`config.mk`:
```
export PLATFORM = sky130hd
export DESIGN_NAME = m_store_buf
export DESIGN_NICKNAME = d
export VERILOG_FILES = /design/src/rtl/m_store_buf.sv
export SDC_FILE = /design/constraint.sdc
export NUM_CORES = 1
export LEC_CHECK = 0
export CAP_MARGIN = 20
export CORE_AREA = 2 2 130 132
export CTS_BUF_LIST = sky130_fd_sc_hd__clkbuf_2 sky130_fd_sc_hd__clkbuf_4 sky130_fd_sc_hd__clkbuf_8
export DETAILED_ROUTE_END_ITERATION = 6
export DIE_AREA = 0 0 132 134
export PLACE_DENSITY = 0.79
export SLEW_MARGIN = 20
export SYNTH_ARGS = -nofsm -noshare
export SYNTH_HDL_FRONTEND = slang
export SYNTH_SLANG_ARGS = --single-unit
```
`constraint.sdc`:
```
create_clock -name clk_i -period 2.3 [get_ports clk_i]
set_input_delay 0.69 -clock clk_i [delete_from_list [all_inputs] [get_ports clk_i]]
set_output_delay 0.69 -clock clk_i [all_outputs]
set_load 0.05 [all_outputs]
```
`src/rtl/m_store_buf.sv`:
```
// M-stage store buffer: AdES checking, sw/sh/sb lane encoding, DEPTH-entry FIFO drained over req/ack.
// Optional macro SB_MERGE_EN folds a store into the tail entry when it targets the same word.
module m_store_buf #(
    parameter int DEPTH = 2,
    parameter int AW    = $clog2(DEPTH)
) (
    input  logic        clk_i,
    input  logic        rst_ni,
    input  logic        store_i,
    input  logic [2:0]  dp_sel_i,
    input  logic [31:0] dwa_i,
    input  logic [31:0] rt_data_i,
    input  logic        ex_ov_dm_i,
    input  logic        flush_i,
    input  logic        load_i,
    input  logic [31:0] ld_addr_i,
    output logic        ex_ades_o,
    output logic        st_stall_o,
    output logic        ld_stall_o,
    output logic        bus_req_o,
    output logic [31:0] bus_addr_o,
    output logic [31:0] bus_wdata_o,
    output logic [3:0]  bus_be_o,
    input  logic        bus_ack_i
);

    // Width codes shared with the load path (const.v: dp_w / dp_h / dp_b).
    localparam logic [2:0] DP_W = 3'd0;
    localparam logic [2:0] DP_H = 3'd1;
    localparam logic [2:0] DP_B = 3'd2;

    localparam logic [AW:0] FULL = (AW+1)'(DEPTH);

    logic [29:0]   addr_q  [DEPTH];
    logic [31:0]   data_q  [DEPTH];
    logic [3:0]    be_q    [DEPTH];
    logic          valid_q [DEPTH];
    logic [AW-1:0] wr_ptr_q, rd_ptr_q;
    logic [AW:0]   count_q;

    logic          misalign, outOfRange, timerNarrow, timerRo;
    logic [3:0]    newBe;
    logic [31:0]   newData;
    logic          full, push, pop, alloc, mergeHit;
    logic [AW-1:0] tailPtr;

    logic unused_ld;
    assign unused_ld = ^ld_addr_i[1:0];

    always_comb begin
        misalign    = ((dp_sel_i == DP_W) && (dwa_i[1:0] != 2'b00)) ||
                      ((dp_sel_i == DP_H) && dwa_i[0]);
        outOfRange  = !((dwa_i <= 32'h0000_2fff) ||
                        ((dwa_i >= 32'h0000_7f00) && (dwa_i <= 32'h0000_7f0b)) ||
                        ((dwa_i >= 32'h0000_7f10) && (dwa_i <= 32'h0000_7f1b)));
        timerNarrow = (dp_sel_i != DP_W) && (dwa_i >= 32'h0000_7f00);
        // COUNT registers of both timers are read-only.
        timerRo     = ((dwa_i >= 32'h0000_7f08) && (dwa_i <= 32'h0000_7f0b)) ||
                      ((dwa_i >= 32'h0000_7f18) && (dwa_i <= 32'h0000_7f1b));
        ex_ades_o   = store_i & (ex_ov_dm_i | misalign | outOfRange | timerNarrow | timerRo);
    end

    always_comb begin
        newBe   = 4'b1111;
        newData = rt_data_i;
        case (dp_sel_i)
            DP_H: begin
                newBe   = dwa_i[1] ? 4'b1100 : 4'b0011;
                newData = {2{rt_data_i[15:0]}};
            end
            DP_B: begin
                newBe   = 4'b0001 << dwa_i[1:0];
                newData = {4{rt_data_i[7:0]}};
            end
            default: ;
        endcase
    end

    assign tailPtr = wr_ptr_q - 1'b1;
    assign full    = (count_q == FULL);

`ifdef SB_MERGE_EN
    assign mergeHit = (count_q >= (AW+1)'(2)) && valid_q[tailPtr] &&
                      (addr_q[tailPtr] == dwa_i[31:2]);
`else
    assign mergeHit = 1'b0;
`endif

    assign st_stall_o = store_i & full & ~mergeHit;
    assign push       = store_i & ~ex_ades_o & ~flush_i & ~st_stall_o;
    assign alloc      = push & ~mergeHit;
    assign bus_req_o  = (count_q != '0);
    assign pop        = bus_req_o & bus_ack_i;

    assign bus_addr_o  = {addr_q[rd_ptr_q], 2'b00};
    assign bus_wdata_o = data_q[rd_ptr_q];
    assign bus_be_o    = be_q[rd_ptr_q];

    always_comb begin
        ld_stall_o = 1'b0;
        for (int i = 0; i < DEPTH; i++) begin
            if (valid_q[i] && (addr_q[i] == ld_addr_i[31:2])) ld_stall_o = load_i;
        end
    end

    // FIFO state: pop retires the head, alloc fills wr_ptr, a merge patches the tail in place.
    always_ff @(posedge clk_i or negedge rst_ni) begin
        if (!rst_ni) begin
            for (int i = 0; i < DEPTH; i++) begin
                addr_q[i]  <= '0;
                data_q[i]  <= '0;
                be_q[i]    <= '0;
                valid_q[i] <= 1'b0;
            end
            wr_ptr_q <= '0;
            rd_ptr_q <= '0;
            count_q  <= '0;
        end else begin
            if (pop) begin
                valid_q[rd_ptr_q] <= 1'b0;
                rd_ptr_q          <= rd_ptr_q + 1'b1;
            end
            if (alloc) begin
                addr_q[wr_ptr_q]  <= dwa_i[31:2];
                data_q[wr_ptr_q]  <= newData;
                be_q[wr_ptr_q]    <= newBe;
                valid_q[wr_ptr_q] <= 1'b1;
                wr_ptr_q          <= wr_ptr_q + 1'b1;
            end
            if (push && mergeHit) begin
                be_q[tailPtr] <= be_q[tailPtr] | newBe;
                for (int b = 0; b < 4; b++) begin
                    if (newBe[b]) data_q[tailPtr][8*b +: 8] <= newData[8*b +: 8];
                end
            end
            case ({alloc, pop})
                2'b10:   count_q <= count_q + 1'b1;
                2'b01:   count_q <= count_q - 1'b1;
                default: ;
            endcase
        end
    end

endmodule
```
==> impl_metrics.py <==
metrics = {
    "run_status": {
        "outcome": "finished with violations",
        "violations": "negative setup slack",
    },
    "yosys": {
        "synthMostInstantiatedCell": "sky130_fd_sc_hd__mux2_2",
        "mappedNetlistArea_sq_um": 7140,
        "yosys_warnings": 0,
        "ys_seq_area_frac": 0.483,
        "postSynthRegisterBits": 138,
        "synthTopCellsByArea": "sky130_fd_sc_hd__dfrtp_1, sky130_fd_sc_hd__mux2_2, sky130_fd_sc_hd__xnor2_1",
        "synth_async_sr_flop_share": 1.00,
        "edff_count_synth": 0,
        "synth_top_cells_by_count": "sky130_fd_sc_hd__mux2_2, sky130_fd_sc_hd__dfrtp_1, sky130_fd_sc_hd__xnor2_1",
        "ys.flop_type": "sky130_fd_sc_hd__dfrtp_1",
        "synthCells": 561,
        "synth_cell_type_count": 40,
        "syn_avg_cell_area_sq_um": 12.7,
        "synth_area_leader_cell": "sky130_fd_sc_hd__dfrtp_1",
        "synth.top_cell.area_share": 0.483,
    },
    "layout": {
        "area_delta_synth_final_pct": 59.1,
        "multi_input_area_sq_um": 4060,
        "layout.nets": 951,
        "final.fill_count": 1127,
        "diodes": 0,
        "postLayoutCoreUtil": 0.698,
        "ratio_of_cells_with_drive_above_1_in_the_final_layout": 0.579,
        "seqCellArea_sq_um": 3460,
    },
    "floorplanning": {
        "horizontal_extent_of_the_die_um": 132,
        "start_util": 0.439,
        "area_of_the_placeable_core_sq_um": 16300,
        "dieArea_sq_um": 17700,
        "io_pins": 178,
        "fp.dieH_um": 134,
        "placement_rows": 47,
    },
    "clocking": {
        "tritoncts_num_sinks": 138,
        "ctsRootBufferMaster": "sky130_fd_sc_hd__clkbuf_8",
        "tritoncts.num_buffers": 17,
        "cts-htree-levels": 4,
        "cts-root-to-sink-buffers": 2,
        "cts_tree": "done",
        "clock_insertion_delay_worst_skew_ps": 460,
        "path_clk_slew_ps": 80,
    },
    "timing": {
        "layout_worst_path_cycle_share": 1.32,
        "fmaxAchievable_ghz": 0.329,
        "finalCriticalPeriod_ps": 3040,
        "fin_worst_skew_ps": 14.2,
        "rsz0062_at_grt": "true",
        "timing.final.hold_violations": 0,
        "worst_slack_ps": -740,
        "setup_viol": 203,
        "maxSlewViolCount": 0,
        "setup_total_negative_slack_ps": -54800,
    },
    "power": {
        "power-per-cell-area_nw_per_um2": 561,
        "power.switching_fraction": 0.288,
        "clock_power_share": 0.331,
        "proportion_of_power_drawn_by_flip_flops_and_latches": 0.391,
        "max-vdd-ir-drop_uv": 357,
        "internal_power_w": 0.00454,
        "comb_power_share": 0.279,
        "cellLeakagePower_nw": 5.61,
        "switching_power_w": 0.00184,
    },
    "global_routing": {
        "grt_pass1_vias": 6096,
        "grt_remaining_overflow": 0,
        "grt_use_total": 0.242,
        "global_route_wire_length_before_repair_um": 33000,
        "grt_max_degree": 45,
        "grt_antenna_before_repair": 0,
    },
    "placed_design": {
        "finalWeightedCongestion": 0.870,
        "dp.final_hpwl_um": 14800,
        "placement.io_buffers": 173,
    },
    "worst_setup_path": {
        "r2r_setup_slack_ps": 140,
        "critPathLaunchType": "input pin",
        "sort_of_element_at_the_end_of_the_critical_path": "primary output",
        "worst_path_arrival_time_ps": 2350,
        "critical_path.max_fanout": 2,
        "crit-reg2reg-launch": "count_q[1]",
        "criticalPathCategory": "input pin to primary output",
        "worst_ep_required_time_ps": 1610,
        "startpoint": "ld_addr_i[18]",
    },
    "detailed_routing": {
        "final_antenna_net_count": 0,
        "drt_wl_total_um": 24100,
        "via_per_inst": 5.37,
        "firstDrtPassIters": 5,
        "drc_violation_count_after_routing": 0,
        "drt_iter0_markers": 375,
        "vias": 5777,
        "route.detailed.wl_per_inst_um": 22.4,
    },
    "run": {
        "max_cap_viol_count": 0,
    },
    "worst_hold_path": {
        "timing.hold.worst.class": "input pin to asynchronous set/reset pin",
    },
}
## power groups by stage
stage / logic [W] / registers, W / clock network (W)
finish: 0.00178 / 0.00249 / 0.00211
floorplan: 0.000644 / 0.00252 / 0
global route: 0.00185 / 0.00249 / 0.00224
CTS: 0.00128 / 0.00251 / 0.00212
global placement: 0.00124 / 0.00255 / 0
detailed placement: 0.00126 / 0.00256 / 0
## stage by stage
step | hold WS, ps | worst slack [ps] | power, W | cell area, sq um | cells
2_1_floorplan | 394 | -512 | 0.00316 | 7170 | 562
6_report | 154 | -740 | 0.00637 | 11400 | 1076
3_3_place_gp | 473 | -1180 | 0.00380 | 9620 | 1008
5_1_grt | 168 | -784 | 0.00658 | 11400 | 1076
3_5_place_dp | 492 | -1210 | 0.00382 | 9620 | 1008
4_1_cts | 157 | -639 | 0.00591 | 10400 | 1045
## logic make-up after synthesis
family                   synth area share
AO/OA/AOI/OAI                      0.0342
AND/OR/NAND/NOR                    0.0818
XOR/XNOR                           0.0797
buffers and inverters              0.0245
other                            0.000525
adder cells (fa/ha/maj)           0.00175
multiplexers                        0.294
flip-flops                          0.483
## registers in the layout (all words and copies together) (netlist names)
name,flops
rd_ptr_q,1
valid_q,2
addr_q,60
count_q,2
wr_ptr_q,1
data_q,64
be_q,8
## cell usage in the layout, fill, tap and decap left out, types with 17 or more instances in the layout
| cell | n |
|---|---|
| sky130_fd_sc_hd__buf_6 | 86 |
| sky130_fd_sc_hd__xor2_1 | 23 |
| sky130_fd_sc_hd__xnor2_1 | 34 |
| sky130_fd_sc_hd__dfrtp_1 | 137 |
| sky130_fd_sc_hd__nor2b_1 | 17 |
| sky130_fd_sc_hd__clkbuf_8 | 18 |
| sky130_fd_sc_hd__buf_4 | 72 |
| sky130_fd_sc_hd__and2_4 | 17 |
| sky130_fd_sc_hd__mux2_2 | 99 |
| sky130_fd_sc_hd__mux2_4 | 81 |
| sky130_fd_sc_hd__clkdlybuf4s50_1 | 39 |
| sky130_fd_sc_hd__dlygate4sd2_1 | 18 |
## layout make-up
| class | count | share of cell area |
|---|---|---|
| Multi-Input combinational cell | 389 | 0.357 |
| Tap cell | 220 | 0.0242 |
| Inverter | 5 | 0.00165 |
| Clock inverter | 11 | 0.0129 |
| Timing Repair Buffer | 293 | 0.277 |
| Sequential cell | 138 | 0.304 |
| Clock buffer | 20 | 0.0231 |
## metal layers
| layer | part of all wire | GRT usage | wire length, um | vias to the layer above |
|---|---|---|---|---|
| met5 | 0 | 0 | 0 | - |
| met1 | 0.40 | 0.305 | 9710 | 2940 |
| met2 | 0.51 | 0.413 | 12200 | 248 |
| met4 | 0.024 | 0.0568 | 569 | 0 |
| li1 | - | - | - | 2546 |
| met3 | 0.067 | 0.0684 | 1610 | 43 |
## worst max-delay path, cell delays in order
cell and delay [ps]:
sky130_fd_sc_hd__dlygate4sd2_1 280, sky130_fd_sc_hd__xnor2_1 190, sky130_fd_sc_hd__nand4_1 150, sky130_fd_sc_hd__nor4_1 380, sky130_fd_sc_hd__nand4_1 190, sky130_fd_sc_hd__a21boi_2 200
sky130_fd_sc_hd__buf_4 140, sky130_fd_sc_hd__buf_12 130
## what timing repair did
item / in CTS / in global routing
hold buffers: 0 / 0
pin swaps: 45 / 28
endpoints found under the setup margin: 204 / 204
buffers inserted: 5 / 16
cloned: 2 / 18
gates resized for setup: 211 / 182
## worst paths after layout
kind | end | depth (start not counted)
worst max register to register | data_q[39] | 8
max in group asynchronous | addr_q[12] | 2
min in group clk_i | count_q[1] | 1
worst max-delay path | ld_stall_o | 8
worst min register to register | count_q[1] | 1
worst min-delay path | addr_q[38] | 1
Note: power is estimated with default switching activity, not from simulation.
